<file path="config.mk">
export PLATFORM = sky130hd
export DESIGN_NAME = handshake_sink
export DESIGN_NICKNAME = d
export VERILOG_FILES = /design/src/rtl/handshake_sink.sv
export SDC_FILE = /design/constraint.sdc
export NUM_CORES = 1
export LEC_CHECK = 0
export CAP_MARGIN = 0
export CORE_MARGIN = 8
export CORE_UTILIZATION = 48
export DETAILED_ROUTE_END_ITERATION = 8
export GPL_TIMING_DRIVEN = 0
export PLACE_DENSITY_LB_ADDON = 0.15
export SYNTH_ARGS = -nofsm -noshare
export SYNTH_HDL_FRONTEND = slang
export SYNTH_SLANG_ARGS = --single-unit
export TNS_END_PERCENT = 5
</file>
<file path="constraint.sdc">
create_clock -name clk -period 1.5 [get_ports clk]
set_input_delay 0.3 -clock clk [delete_from_list [all_inputs] [get_ports clk]]
set_output_delay 0.3 -clock clk [all_outputs]
set_load 0.05 [all_outputs]
</file>
<file path="src/rtl/handshake_sink.sv">
`default_nettype none
// ============================================================================
// Module   : handshake_sink
// Purpose  : Receiving end of a 4-phase bundled-data channel whose
//            data is tagged by a dual-rail timing-error code. Accepted
//            items are queued in a small FIFO for a synchronous consumer.
//            The channel signals are asynchronous to clk. They pass
//            through a 2-flop synchronizer. A three-state controller
//            (IDLE/CAPT/WAITLO) then performs exactly one FIFO write per
//            request.
// Ports    :
//   clk        in   single clock, rising edge
//   rst        in   asynchronous, active-low reset
//   Rreq       in   4-phase request (asynchronous)
//   Rdata      in   DW-bit bundled data, stable while Rreq=1 and Rack=0
//   Err1/Err0  in   dual-rail error code: 10 = error, 01 = clean,
//                   00 = not yet valid, 11 = illegal
//   Rack       out  registered 4-phase acknowledge
//   out_data   out  FIFO head data (0 while empty)
//   out_err    out  FIFO head error tag (0 while empty)
//   out_valid  out  FIFO non-empty
//   out_ready  in   consumer pops the head when out_valid is high
//   err_count  out  saturating count of captured error-tagged items
//   proto_err  out  sticky: an illegal 11 code was seen with Rreq high
// Revision : 1.0  initial release
// ============================================================================
module handshake_sink #(
  parameter int DW    = 8,
  parameter int DEPTH = 4
) (
  input  logic          clk,
  input  logic          rst,
  input  logic          Rreq,
  input  logic [DW-1:0] Rdata,
  input  logic          Err1,
  input  logic          Err0,
  output logic          Rack,
  output logic [DW-1:0] out_data,
  output logic          out_err,
  output logic          out_valid,
  input  logic          out_ready,
  output logic [7:0]    err_count,
  output logic          proto_err
);

  // --------------------------------------------------------------------------
  // Constants
  // --------------------------------------------------------------------------
  localparam int               c_AW      = $clog2(DEPTH);
  localparam logic [c_AW:0]    c_PTR_ONE = {{c_AW{1'b0}}, 1'b1};
  localparam logic [7:0]       c_ERR_MAX = 8'hFF;

  // --------------------------------------------------------------------------
  // Controller states
  // --------------------------------------------------------------------------
  typedef enum logic [1:0] {
    IDLE   = 2'd0,
    CAPT   = 2'd1,
    WAITLO = 2'd2
  } state_t;

  // --------------------------------------------------------------------------
  // Signals
  // --------------------------------------------------------------------------
  logic [2:0]    r_sync1;        // first synchronizer stage {Rreq,Err1,Err0}
  logic [2:0]    r_sync2;        // second synchronizer stage
  logic          w_req_s;
  logic          w_err1_s;
  logic          w_err0_s;

  state_t        r_state;
  state_t        w_state_nxt;
  logic          r_rack;
  logic          w_rack_nxt;
  logic          r_proto_err;
  logic          w_proto_nxt;
  logic          r_err_lat;      // error rail value that qualified the capture
  logic          w_err_lat_nxt;
  logic          w_push;
  logic [7:0]    r_err_count;

  logic [DW:0]   r_mem [DEPTH];  // {err, data}
  logic [c_AW:0] r_wr_ptr;
  logic [c_AW:0] r_rd_ptr;
  logic          w_full;
  logic          w_empty;
  logic          w_pop;
  logic          w_wr_en;
  logic [DW:0]   w_head;

  // --------------------------------------------------------------------------
  // 2-flop synchronizer for the asynchronous channel signals
  // --------------------------------------------------------------------------
  always_ff @(posedge clk or negedge rst) begin
    if (!rst) begin
      r_sync1 <= '0;
      r_sync2 <= '0;
    end else begin
      r_sync1 <= {Rreq, Err1, Err0};
      r_sync2 <= r_sync1;
    end
  end

  assign w_req_s  = r_sync2[2];
  assign w_err1_s = r_sync2[1];
  assign w_err0_s = r_sync2[0];

  // --------------------------------------------------------------------------
  // Controller: state register
  // --------------------------------------------------------------------------
  always_ff @(posedge clk or negedge rst) begin
    if (!rst) begin
      r_state     <= IDLE;
      r_rack      <= 1'b0;
      r_proto_err <= 1'b0;
      r_err_lat   <= 1'b0;
    end else begin
      r_state     <= w_state_nxt;
      r_rack      <= w_rack_nxt;
      r_proto_err <= w_proto_nxt;
      r_err_lat   <= w_err_lat_nxt;
    end
  end

  // --------------------------------------------------------------------------
  // Controller: next state and outputs
  // --------------------------------------------------------------------------
  always_comb begin
    w_state_nxt   = r_state;
    w_rack_nxt    = r_rack;
    w_proto_nxt   = r_proto_err;
    w_err_lat_nxt = r_err_lat;
    w_push        = 1'b0;

    case (r_state)
      IDLE: begin
        if (w_req_s) begin
          if (w_err1_s && w_err0_s) begin
            // Illegal code: flag it and keep waiting for a legal one.
            w_proto_nxt = 1'b1;
          end else if ((w_err1_s ^ w_err0_s) && !w_full) begin
            // Hold on to the rail value that qualified this capture so a
            // late rail change cannot alter the stored tag.
            w_state_nxt   = CAPT;
            w_err_lat_nxt = w_err1_s;
          end
        end
      end

      CAPT: begin
        // The slot was free on entry and only this state pushes, so the
        // write always fits.
        w_push      = 1'b1;
        w_rack_nxt  = 1'b1;
        w_state_nxt = WAITLO;
      end

      WAITLO: begin
        // Stay here however long Rreq is held: one write per 4-phase cycle.
        if (!w_req_s) begin
          w_rack_nxt  = 1'b0;
          w_state_nxt = IDLE;
        end
      end

      default: begin
        w_state_nxt = IDLE;
        w_rack_nxt  = 1'b0;
      end
    endcase
  end

  assign Rack      = r_rack;
  assign proto_err = r_proto_err;

  // --------------------------------------------------------------------------
  // Saturating error counter
  // --------------------------------------------------------------------------
  always_ff @(posedge clk or negedge rst) begin
    if (!rst) begin
      r_err_count <= '0;
    end else if (w_push && r_err_lat && (r_err_count != c_ERR_MAX)) begin
      r_err_count <= r_err_count + 8'd1;
    end
  end

  assign err_count = r_err_count;

  // --------------------------------------------------------------------------
  // FIFO: pointers carry one extra wrap bit to tell full from empty
  // --------------------------------------------------------------------------
  assign w_empty = (r_wr_ptr == r_rd_ptr);
  assign w_full  = (r_wr_ptr[c_AW] != r_rd_ptr[c_AW]) &&
                   (r_wr_ptr[c_AW-1:0] == r_rd_ptr[c_AW-1:0]);
  assign w_pop   = !w_empty && out_ready;
  // A pop in the same cycle frees the slot, so push-while-full is allowed.
  assign w_wr_en = w_push && (!w_full || w_pop);

  always_ff @(posedge clk or negedge rst) begin
    if (!rst) begin
      r_wr_ptr <= '0;
      r_rd_ptr <= '0;
    end else begin
      if (w_wr_en) begin
        r_wr_ptr <= r_wr_ptr + c_PTR_ONE;
      end
      if (w_pop) begin
        r_rd_ptr <= r_rd_ptr + c_PTR_ONE;
      end
    end
  end

  // Storage needs no reset: an entry is only visible after it was written.
  always_ff @(posedge clk) begin
    if (w_wr_en) begin
      r_mem[r_wr_ptr[c_AW-1:0]] <= {r_err_lat, Rdata};
    end
  end

  // The head is forced to zero while empty so reset and drained states show
  // clean outputs instead of stale storage.
  assign w_head    = w_empty ? '0 : r_mem[r_rd_ptr[c_AW-1:0]];
  assign out_valid = !w_empty;
  assign out_data  = w_head[DW-1:0];
  assign out_err   = w_head[DW];

endmodule
`default_nettype wire

</file>
==> impl_metrics.ini <==
[synthesis]
synth_cell_types = 29
ys_warn_count = 0
yosys.area_share.simple_pct = 9.28
synth.area.mux_share_pct = 11.1
ys_ff_latch = 61
yosys.area_share.xor_xnor_pct = 3.88
syn_inst = 148
syn_nets = 169
synthAdderAreaFrac_pct = 3.53
synth_top_area_share_pct = 43.6
synth_area_leaders = edfxtp_1 (44%), dfrtp_1 (25%), mux4_2 (8.2%)
synth_top_family_by_area = multiplexers
ys_seq_area_share_pct = 68.8
avgSynthCellArea_sq_um = 16.8
synth_area_leader_cell = edfxtp_1
synth_compound_area_share_pct = 1.92
netlist_area_sq_mm = 0.00248

[layout]
drive_gt1_share_pct = 39.9
antenna_cells = 0
area_growth_pct = 32.8
stdcell_area_sq_mm = 0.00329
multiInputGateArea_sq_um = 837
mostFrequentLayoutCell = edfxtp_1
final_nets = 219
final_cell_mix = edfxtp_1 (36), dfrtp_1 (21), and2_4 (13)
stdcell_count = 273
final_util_pct = 65.3
nFillCells = 361
seq_area_sq_mm = 0.00171

[setup_path]
cp-startpoint = r_rd_ptr[0]$_DFFE_PN0P_
path_cells = buf_6 -> mux4_2 -> and2_4 -> buf_8
cp.arrival_ns = 1.71
crit_cells = 4
crit_type = reg2out
crit_fanout = 5
cp_num_buf_inv = 2
max_stage_delay_ns = 0.51
slowest_stage = mux4_2
cp-start-kind = flop
worstPathRequired_ns = 1.20
worst_r2r_endpoint = r_rd_ptr[1]$_DFFE_PN0P_
ff2ff_path_depth = 8
r2r_slack_ns = -0.25
endpoint_kind = output pin
crit_family = multiplexers
reg2reg_from = r_rd_ptr[0]$_DFFE_PN0P_

[clocking]
cts_made_buffers = 9
cts_num_sinks = 61
h-tree-depth = 3
clkLatencyLatePin_ns = 0.33
clk_pin_slew_ns = 0.06
clk_path_buf_depth = 2
cts_tree = built
hold_buffers = 0
root_buffer = clkbuf_8

[global_route]
grt_pass1_vias = 1529
antenna_found_initial = 0
overflow = 0
grt_pass1_wl_um = 7430
grt_max_degree = 26
track_usage_pct = 13.1

[placement]
globalplace.congestion = 0.762
portBuffers = 33
dp_hpwl_um = 2930
place_worst_setup_slack_ns = -1.00
dp.cells = 251
placed_area_sq_mm = 0.00296

[sta]
post-route-period-util_pct = 134
rsz0062_at_grt = yes
tightest_slew_ns = 1.10
fmax_ghz = 0.497
layout_setup_ws_ns = -0.510
hold_slack_ns = 0.177
hold_viol = 0
tns_ns = -11.65
drv_slew = 0
final-setup-viol-count = 50
timing.slew.headroom_pct = 26.8
fin_crit_ns = 2.01
skew_ns = 0.00657

[die]
die_w_um = 87.9
io_pins = 34
fp-row-count = 26
die_area_sq_mm = 0.00772
coreArea_sq_mm = 0.00504
die_h_um = 87.9
initial_core_util_pct = 49.2

[run]
drv_cap = 0

[drt]
drtIter0Drc = 62
dr.pass1.iters = 4
viasPerCell = 5.03
wirelength_um = 4550
route.antenna.remaining_nets = 0
drt-wirelength-per-cell_um = 16.7
vias = 1372
post-route-drc-count = 0

[status]
violations = setup timing
status = complete, but fails checks

[min_path]
holdCritPathClass = in2async

[pwr]
power.switching_mw = 2.82
p_seq_share_pct = 31.4
swShare_pct = 38.0
power_mw = 7.42
clkPwrFrac_pct = 16.8
power.density_mw_per_mm2 = 2250
combPwrFrac_pct = 51.8
vdd.ir_drop.worst_uv = 1240
cellInternalPower_mw = 4.60
cellLeakagePower_nw = 1.30
worst reg2reg max path, cell delays in order (launching register included):
cell      delay [ns]
dfrtp_2         0.43
buf_6           0.14
xnor2_4         0.16
nand3b_1        0.15
buf_4           0.17
buf_6           0.10
buf_6           0.11
nand2_4         0.08
mux2_4          0.30
routing by layer:
| layer | up-vias | wire, um | share of wire [%] | GRT usage [%] |
|---|---|---|---|---|
| li1 | 641 | - | - | - |
| met1 | 690 | 1920 | 42 | 13.9 |
| met2 | 34 | 2290 | 50 | 22.3 |
| met3 | 7 | 292 | 6.4 | 5.82 |
| met4 | 0 | 58 | 1.3 | 5.31 |
| met5 | - | 0 | 0 | 0 |
power by group through the flow:
stage,registers (mW),logic [mW],clock network (mW)
2_1_floorplan,2.48,2.18,0
3_3_place_gp,2.31,3.19,0
3_5_place_dp,2.33,3.22,0
4_1_cts,2.31,3.92,1.28
5_1_grt,2.36,4.05,1.37
6_report,2.33,3.84,1.24
timing repair:
item                       4_1_cts  5_1_grt
resized for setup              125       15
pin swaps                        9        1
setup endpoints to repair       60       58
cloned                           1        0
setup buffers                    6        1
worst max path at each step:
stage / endpoint / slack, ns
global route: out_err / -0.58
floorplan: out_data[0] / -0.07
CTS: out_data[6] / -0.55
global placement: out_data[0] / -0.98
finish: out_err / -0.51
detailed placement: out_err / -1.00
cells in the mapped netlist:
cell type	number
edfxtp_1	36
and2_4	1
nand3b_1	2
a41oi_2	1
nand3_1	4
xor2_1	3
mux4_2	9
ha_1	7
and3_1	3
inv_1	6
nor3_1	1
a21oi_2	1
and4_1	1
nand2_1	5
mux2_4	2
nand2b_1	3
and2_1	12
dfrtp_1	25
mux2i_1	2
a21oi_1	1
xnor2_1	8
and4b_4	1
nand4_1	2
nor2_1	4
a21o_1	1
o21ai_0	2
clkbuf_1	1
mux2_2	2
buf_2	2
state kept, by name, summed over array words and instances (netlist names), 2 cells and up:
name,flops
r_sync1,3
r_state,2
r_rd_ptr,3
r_wr_ptr,3
r_mem,36
r_sync2,3
err_count,8
cell type report:
cell class,count,area share [%]
clock inverters,2,0.266
multi-input cells,78,25.4
inverters,6,0.684
flip-flops and latches,61,52.0
repair buffers,40,13.5
plain buffers,2,0.570
clock buffers,14,4.94
well taps,70,2.66
logic make-up (layout without fill, tap and decap cells):
family / Yosys count / after routing
flip-flops: 61 / 61
AND/OR/NAND/NOR: 39 / 39
multiplexers: 15 / 15
XOR/XNOR: 11 / 11
buffers and inverters: 9 / 64
adder cells (fa/ha/maj): 7 / 7
AO/OA/AOI/OAI: 6 / 6
No activity file was read; power rests on OpenSTA's default activity.
